[src/rtl/tone_synth.sv]
// tone_synth
//
// Target-pitch tone generator for the pitch game. A request names an FFT bin
// (phase increment per sample) and a length in samples; the block then plays
// a triangle tone at that bin's centre frequency on the 4 kHz sample grid used
// by the detector. Samples are 12-bit unsigned ADC codes. An 8-bit PWM renders
// the current sample on the speaker pin.
//
// Ports:
//   clk           in   system clock
//   reset         in   synchronous, active-high reset
//   req_valid     in   request present
//   req_ready     out  request can be accepted (IDLE only, low during reset)
//   req_bin       in   [5:0]  bin index = phase increment per sample
//   req_len       in   [15:0] number of samples to emit
//   abort         in   terminate the current tone (no done pulse)
//   sample_out    out  [11:0] current sample, MIDSCALE when silent
//   sample_strobe out  one-cycle pulse in the cycle a tone sample is presented
//   busy          out  high while playing
//   done          out  one-cycle pulse on normal completion
//   pwm_out       out  PWM rendering of sample_out
module tone_synth #(
    parameter int          SAMPLE_DIV = 12500,
    parameter logic [11:0] MIDSCALE   = 12'd2048
) (
    input  logic        clk,
    input  logic        reset,
    input  logic        req_valid,
    output logic        req_ready,
    input  logic [5:0]  req_bin,
    input  logic [15:0] req_len,
    input  logic        abort,
    output logic [11:0] sample_out,
    output logic        sample_strobe,
    output logic        busy,
    output logic        done,
    output logic        pwm_out
);

    localparam int                DIV_W    = (SAMPLE_DIV > 1) ? $clog2(SAMPLE_DIV) : 1;
    localparam logic [DIV_W-1:0]  DIV_LAST = DIV_W'(SAMPLE_DIV - 1);

    typedef enum logic {
        S_IDLE,
        S_PLAY
    } state_t;

    state_t            r_state;
    state_t            w_state_next;
    logic [5:0]        r_bin;
    logic [15:0]       r_len;
    logic [5:0]        r_phase;
    logic [15:0]       r_count;
    logic [DIV_W-1:0]  r_div;
    logic [11:0]       r_sample;
    logic              r_done;
    logic [7:0]        r_pwm_cnt;
    logic              r_pwm;

    logic              w_accept;
    logic              w_emit;
    logic              w_finish;
    logic              w_abort;

    // Triangle: ramps up over phases 0..31, back down over 32..63.
    // For p >= 32, 63-p equals the bitwise complement of the low five bits.
    function automatic logic [11:0] wave(input logic [5:0] p);
        logic [4:0] v_tri;
        v_tri = p[5] ? ~p[4:0] : p[4:0];
        return {v_tri, 7'b0};
    endfunction

    always_ff @(posedge clk) begin
        if (reset) begin
            r_state <= S_IDLE;
        end else begin
            r_state <= w_state_next;
        end
    end

    // The completion decision is taken on the last divider count after the
    // final sample, so that done, busy=0 and req_ready=1 all appear together
    // on the cycle where the (len+1)-th tick would fall.
    always_comb begin
        w_state_next = r_state;
        w_accept     = 1'b0;
        w_emit       = 1'b0;
        w_finish     = 1'b0;
        w_abort      = 1'b0;
        case (r_state)
            S_IDLE: begin
                if (req_valid) begin
                    w_accept = 1'b1;
                    if (req_len != 16'd0) begin
                        w_state_next = S_PLAY;
                    end
                end
            end
            S_PLAY: begin
                if (abort) begin
                    w_abort      = 1'b1;
                    w_state_next = S_IDLE;
                end else if (r_div == '0 && r_count < r_len) begin
                    w_emit = 1'b1;
                end else if (r_div == DIV_LAST && r_count == r_len) begin
                    w_finish     = 1'b1;
                    w_state_next = S_IDLE;
                end
            end
            default: w_state_next = S_IDLE;
        endcase
    end

    always_comb begin
        req_ready     = (r_state == S_IDLE) && !reset;
        busy          = (r_state == S_PLAY);
        done          = r_done;
        sample_strobe = w_emit && !reset;
        // The new sample is visible in its strobe cycle; r_sample holds it after.
        sample_out    = sample_strobe ? wave(r_phase) : r_sample;
        pwm_out       = r_pwm;
    end

    always_ff @(posedge clk) begin
        if (reset) begin
            r_bin     <= 6'd0;
            r_len     <= 16'd0;
            r_phase   <= 6'd0;
            r_count   <= 16'd0;
            r_div     <= '0;
            r_sample  <= MIDSCALE;
            r_done    <= 1'b0;
            r_pwm_cnt <= 8'd0;
            r_pwm     <= 1'b0;
        end else begin
            r_done    <= 1'b0;
            r_pwm_cnt <= r_pwm_cnt + 8'd1;
            r_pwm     <= (r_pwm_cnt < sample_out[11:4]);

            if (w_accept) begin
                r_bin   <= req_bin;
                r_len   <= req_len;
                r_phase <= 6'd0;
                r_count <= 16'd0;
                r_div   <= '0;
                r_done  <= (req_len == 16'd0);
            end

            if (r_state == S_PLAY) begin
                r_div <= (r_div == DIV_LAST) ? '0 : r_div + 1'b1;
            end

            if (w_emit) begin
                r_sample <= wave(r_phase);
                r_phase  <= r_phase + r_bin;
                r_count  <= r_count + 16'd1;
            end

            if (w_finish) begin
                r_sample <= MIDSCALE;
                r_done   <= 1'b1;
            end

            if (w_abort) begin
                r_sample <= MIDSCALE;
            end
        end
    end

endmodule

[config.mk]
export PLATFORM = sky130hd
export DESIGN_NAME = tone_synth
export DESIGN_NICKNAME = d
export VERILOG_FILES = /design/src/rtl/tone_synth.sv
export SDC_FILE = /design/constraint.sdc
export NUM_CORES = 1
export LEC_CHECK = 0
export ABC_AREA = 1
export CORE_ASPECT_RATIO = 1.2
export CORE_UTILIZATION = 57
export CTS_CLUSTER_DIAMETER = 100
export CTS_CLUSTER_SIZE = 30
export DETAILED_ROUTE_END_ITERATION = 16
export PLACE_DENSITY = 0.88
export SYNTH_ARGS = -nofsm -noshare
export SYNTH_HDL_FRONTEND = slang
export SYNTH_SLANG_ARGS = --single-unit
[constraint.sdc]
create_clock -name clk -period 3.4 [get_ports clk]
set_clock_uncertainty 0.2 [all_clocks]
set_input_delay 0.34 -clock clk [delete_from_list [all_inputs] [get_ports clk]]
set_output_delay 0.34 -clock clk [all_outputs]
set_load 0.01 [all_outputs]
Yosys cells after proc, flatten, opt, wreduce, memory -nomap -nowiden
Index checks and enable logic that the tools add are counted.

Memories kept: 0. Latch bits: 0. Output and inout bits: 17. Logic and storage cells: 59. Input bits: 26. Memory bits (read-only): 0. Flip-flop bits (word level): 74. Bits in writable memories: 0.

Equality and inequality tests: 2. Reduce and logical (&&, ||, !) cells: 11. Muxes and demuxes: 28. Order comparisons: 2. Div/mod/pow operators: 0. Shifts and indexed selects: 0. Bitwise operators: 2. Add/subtract/negate cells: 4. Multipliers: 0.

Operator list (number): $mux 14 (3); $mux 16 (2); $mux 1 (18); $add 16x1->16 const B (1); $eq 16x16->1 (1); $logic_not 16->1 (1); $lt 16x16->1 (1); $reduce_bool 16->1 (1); $add 14x1->14 const B (1); $eq 14x14->1 const B (1); $logic_not 14->1 (1); $mux 12 (1); $mux 6 (2); $add 8x1->8 const B (1); $lt 8x8->1 (1); $add 6x6->6 (1); $mux 5 (1); $not 5->5 (1); $logic_and 1x1->1 (4); $reduce_bool 2->1 (2); $reduce_or 3->1 (1); $pmux 1 s2 (1); $logic_not 1->1 (1); $not 1->1 (1).

Longest topological paths before layout
Word-level depth: 8. Depth in mapped cells: 19. Mapped depth without buffers: 19.

Worst setup path after synthesis
OpenSTA, ideal clock, no wires.

Path kind: register to register. From: register r_len[15]. To: register r_pwm (netlist: pwm_out). Slack: 0.772 ns. Buffers on the path: 0. Library setup time: 0.120 ns. Clock period less this slack: 2.628 ns. Data required time: 3.080 ns. Stages on the path, launching flop included: 15. Arrival: 2.308 ns. Cells stage by stage: dfxtp_1 > inv_1 > ha_1 > nand2_1 > nand2_1 > nor2_2 > nand3_1 > nor2_2 > nand4_1 > o21ai_0 > inv_1 > ha_1 > nand2_1 > o211ai_1 > a21oi_1.

Longest elaborated chain between the ends: 8.

Ends and longest elaborated chain: start, declared (RTL line 51) `logic [15:0] r_len;`; start signal, assigned (RTL line 142) `r_len <= req_len;`; $lt 16x16->1 (RTL line 103) `end else if (r_div == '0 && r_count < r_len) begin`; $logic_and 1x1->1 (RTL line 103); $mux 1 (RTL line 103); $mux 1 (RTL line 100) `if (abort) begin`; $mux 1 (RTL line 90) `case (r_state)`; $logic_and 1x1->1 (RTL line 118) `sample_strobe = w_emit && !reset;`; $mux 12 (RTL line 120) `sample_out = sample_strobe ? wave(r_phase) : r_sample;`; via sample_out[11] (RTL line 33) `output logic [11:0] sample_out,`; $lt 8x8->1 (RTL line 138) `r_pwm <= (r_pwm_cnt < sample_out[11:4]);`; end signal, assigned (RTL line 138); end, declared (RTL line 58) `logic r_pwm;`.

The timed path passes the listed nets, and every way through them passes these cells. A chain may end at the register's enable or synchronous reset.

Worst setup path in the final report
From: register r_len[5]. To: output port sample_out[9].

Longest elaborated chain between the ends: 7.

Ends and longest elaborated chain (RTL line): $lt 16x16->1 (103); $logic_and 1x1->1 (103); $mux 1 (103); $mux 1 (100); $mux 1 (90); $logic_and 1x1->1 (118); $mux 12 (120); end, declared (33).

Every way passes these cells.

==> summary.md <==
| Metric | Value |
|---|---|
| Synthesized area | `4172 sq um` |
| Crit path arrival time | `approximately 2.7 ns` |
| Prevailing post-synth register cell | `dfxtp_1` |
| Placed insts | `707` |
| Synth Area per Inst | `6.941 sq um` |
| Max_cap viols | `0` |
| Cts bufs inserted | `9` |
| Htree depth | `3` |
| Max IR drop VDD | `approximately 300 uV` |
| Die Y | `~96 um` |
| FP Rows | `33` |
| Sequential cell area | `1481 sq um` |
| Critical path endpoint category | `output port` |
| Fin. max-slew vios | `0` |
| Pwr Density | `roughly 430 nW/um^2` |
| P_leak | `~2.1 nW` |
| HP Class | `flop to flop` |
| Final Util | `69.82%` |
| Synth top area share | `around 36%` |
| R2R cell count | `16` |
| TritonCTS clock tree | `done` |
| Post-synth ARST share | `0%` |
| Via/cell ratio | `5.525` |
| Hold slack | `0.2620 ns` |
| Worst setup path class | `flop to output port` |
| DP Worst Slack | `a little over 0.5 ns` |
| Area delta synth->final | `16.11%` |
| IO Count | `between 40 and 50` |
| Worst setup margin | `0.1923 ns` |
| DRC Markers | `0` |
| Library cells used by synthesis | `35` |
| Fill count | `583` |
| Root Buffer | `clkbuf_8` |
| Max Freq | `0.3118 GHz` |
| Largest net degree at the start of global routing | `between 40 and 50` |
| Layout Nets | `693` |
| FF+latch count, synth | `74` |
| Detailed-router iteration count before antenna repair | `6` |
| Non-filler cells, final | `729` |
| CP Launch Type | `flop` |
| Vias after detailed routing | `4028` |
| Share of layout cells above drive strength 1 | `6.542%` |
| # setup viols final | `0` |
| Hold path depth | `1` |
| Gr ovfl total | `0` |
| IO buf count | `35` |
| Hold violation count in the final report | `0` |
| Yosys warns | `0` |
| Most frequent cells in the layout | `134 x nand2_1, 74 x dfxtp_1, 71 x inv_1, 62 x nor2_1, 60 x a21oi_1` |
| Commonest non-fill, non-tap cell in the layout | `nand2_1` |
| Clk_lat worst skew | `0.36 ns` |
| First-pass GRT wire length | `15950 um` |
| Clock slew at reported path FFs | `0.08 ns` |
| CTS max path bufs | `2` |
| Initial antenna violation count | `0` |
| Final ANT Viol Nets | `0` |
| Placed Area | `4528 sq um` |
| CTS sink count | `74` |
| Number of synthesized flops with an enable pin | `0` |
| Multi-input logic area | `2280 sq um` |
| DIE WIDTH | `80.10 um` |
| Antenna cells | `0` |
| Minimum clock period | `3.208 ns` |
| DRT Wirelength | `9642 um` |
| Routability Congestion | `0.8564` |
| Syn Inst Count | `601` |
| Number of hold buffers added after CTS | `0` |
| Post-DP HPWL | `6779 um` |
| Vias in the first global route | `3769` |
| Starting density of the core | `60.14%` |
| Wirelength per Cell | `13.23 um` |
| Total track usage | `26.93%` |
| Final Cycle Share | `94.34%` |
| Core Box Area | `about 6900 sq um` |
| Leading area contributor after synthesis | `dfxtp_1` |
| Status | `finished clean` |
| Final instance area | `4843 sq um` |
| Worst EP required | `2.86 ns` |
| Worst Path Max Fanout | `8` |
| Synth top area cells | `dfxtp_1 36%, nand2_1 12%, ha_1 8.7%` |
| Iter 0 DRT Violations | `280` |
| Die area | `roughly 7700 sq um` |
| Sequential share of the synthesized area | `35.51%` |
[final timing paths]
path | endpoint | slack, ns | startpoint
worst max register to register | pwm_out | 0.66 | r_len[5]
worst max-delay path | sample_out[9] | 0.19 | r_len[5]
worst min register to register | r_pwm_cnt[0] | 0.26 | r_pwm_cnt[0]
worst min-delay path | r_pwm_cnt[0] | 0.26 | r_pwm_cnt[0]
[layer usage]
metal | routed length [um] | track usage (%) | vias to the layer above
met3 | 562 | 5.498 | 23
li1 | - | - | 2026
met4 | 235 | 14.29 | 0
met5 | 0 | 0 | -
met1 | 4046 | 30.01 | 1825
met2 | 4797 | 48.08 | 154
[cell usage after synthesis, drive strengths merged, types with 2 or more instances]
library cell / instances
nand2: 134
dfxtp: 74
inv: 73
nor2: 67
a21oi: 61
o21ai: 52
ha: 29
nand3: 27
buf: 15
nor3: 14
clkbuf: 12
nand4: 9
xor2: 7
nor4: 5
or2: 5
a21o: 3
a31oi: 2
o211ai: 2
o22ai: 2
[state kept, by name, summed over array words and instances, names as in the netlist]
name / count
r_bin: 6
pwm_out: 1
r_count: 16
r_len: 16
r_phase: 6
r_sample: 5
r_div: 14
r_pwm_cnt: 8
done: 1
busy: 1
[area by class of cell]
class | instances | area share (%)
multi-input cells | 433 | 47.07
flip-flops and latches | 74 | 30.59
repair buffers | 46 | 8.938
inverters | 73 | 5.657
clock buffers | 11 | 2.919
clock inverters | 5 | 2.583
well taps | 87 | 2.247
[metrics by stage]
step                  TNS, ns  total power, mW
floorplan                   0            1.087
global placement            0            1.154
detailed placement          0            1.162
CTS                         0            2.061
global route        -0.001687            2.136
finish                      0            2.067
[cell families after synthesis]
family,count (synthesis),synth area share (%)
simple gates,263,27.38
xor+xnor,8,1.680
buf+inv,100,10.47
flops,74,35.51
other cells,1,0.08990
compound gates,125,15.69
fa+ha+maj,30,9.178
[power breakdown]
group / internal, mW / total (mW) / switching, mW
Sequential: 0.897 / 0.916 / 0.0187
Clock: 0.581 / 0.913 / 0.332
Combinational: 0.0958 / 0.237 / 0.141
[worst max-delay path: stages (launching register included)]
cell             delay (ns)
dfxtp_1                0.33
inv_1                  0.06
ha_1                   0.31
a21oi_1                0.15
nor2_1                 0.05
nor2_1                 0.09
nand2_1                0.10
nand2_1                0.17
nand3_4                0.17
nor2_8                 0.19
nand2_1                0.07
nand2_1                0.10
clkdlybuf4s50_1        0.54
[repair_timing]
| action | CTS | global route |
|---|---|---|
| buffers inserted | 0 | 6 |
| resized for setup | 0 | 2 |
| setup endpoints to repair | 0 | 5 |
(Power assumes the default switching activity.)
==> variant: new RTL, same flow settings <==
Set the parameter `SAMPLE_DIV` to 3125 (it was 12500).
--- a/src/rtl/tone_synth.sv
+++ b/src/rtl/tone_synth.sv
@@ -20,7 +20,7 @@
 //   done          out  one-cycle pulse on normal completion
 //   pwm_out       out  PWM rendering of sample_out
 module tone_synth #(
-    parameter int          SAMPLE_DIV = 12500,
+    parameter int          SAMPLE_DIV = 3125,
     parameter logic [11:0] MIDSCALE   = 12'd2048
 ) (
     input  logic        clk,
Behaviour: same outputs for any inputs over 10 cycles, from zero or initial values and one cycle with reset high; that may be too few to reach the edited logic, so the function may still have changed.
==> variant against the unedited design <==
- power is 4.1% lower
- first-iteration DRC count is 7.1% lower
- synthesized area is 3.3% lower
- setup slack better by 4.6 ps
- worst hold slack worse by 1.4 ps
- sequential cell count is 2 lower
- highest routed layer unchanged
- wire length is 3.0% lower
- critical path depth is 1 lower
- cell area is 2.7% lower
- count of clock-buffer cells in the layout stayed put
- via count is 4.6% lower
==> variant: results (changes against the unedited design) <==
Adder-Cell Fraction of Synth Area: 9.49% (was 9.18%)
status: complete, no violations (unchanged)
met2 Track Usage GR: 47.2% (was 48.1%)
maximum number of pins on one net before global-route repair: 44 (was 47)
R2R cell count: 17 (was 16)
buffering overhead: 9.03% (was 8.94%)
met1 wire length: 3870 microns (was 4050 microns)
FILL cells: 566 (was 583)
fraction of area in multi-input gates: 46.8% (was 47.1%)
fin nets: 662 (was 693)
synth cell count leaders: nand2_1 (112), dfxtp_1 (72), inv_1 (67) (was nand2_1 (134), dfxtp_1 (74), inv_1 (71))
biggest regs: r_count: 16 flops, r_len: 16 flops, r_div: 12 flops (was r_count: 16 flops, r_len: 16 flops, r_div: 14 flops)
xor/xnor cell area share of the yosys netlist: 2.17% (was 1.68%)
clock-cell share of area: 5.39% (was 5.50%)
placed cells: 676 (was 707)
Crit path largest cell delay: 590 ps (was 540 ps)
Detail Route met3 WL: 537 microns (was 562 microns)
post-synthesis sequential area ratio: 35.7% (was 35.5%)
Cell variety after synth: 40 (was 35)
crit path to: sample_out[11] (was sample_out[9])
GR Util All Layers: 26.6% (was 26.9%)
post-synthesis cell count: 568 (was 601)
M1 GR Usage: 31.4% (was 30.0%)
worst slack, placed: 457 ps (was 514 ps)
Tmin final: 3200 ps (was 3210 ps)
post-synthesis sequential element count: 72 (was 74)
Vias/cell: 5.50 (was 5.53)
share of cells above drive strength 1: 9.66% (was 6.54%)
[variant: cell count changes in the layout (fill, tap and decap cells not counted), moves of 4 or more]
| cell | before | now |
|---|---|---|
| nor2_1 | 62 | 58 |
| nand3_1 | 26 | 19 |
| a21oi_2 | 1 | 5 |
| o21ai_1 | 0 | 6 |
| nor3_1 | 13 | 5 |
| inv_1 | 71 | 67 |
| nand3_2 | 0 | 5 |
| nand2_1 | 134 | 112 |
[variant: how the worst min path moves through the flow]
| stage | to | from | slack [ps] | cells past startpoint |
|---|---|---|---|---|
| floorplan | r_pwm_cnt[0] | r_pwm_cnt[0] | 220 | 1 |
| global placement | r_pwm_cnt[0] | r_pwm_cnt[0] | 230 | 1 |
| detailed placement | r_pwm_cnt[0] | r_pwm_cnt[0] | 250 | 1 |
| CTS | r_len[7] | r_len[7] | 270 | 2 |
| global route | r_sample[7] | r_sample[7] | 290 | 2 |
| finish | r_pwm_cnt[0] | r_pwm_cnt[0] | 260 | 1 |
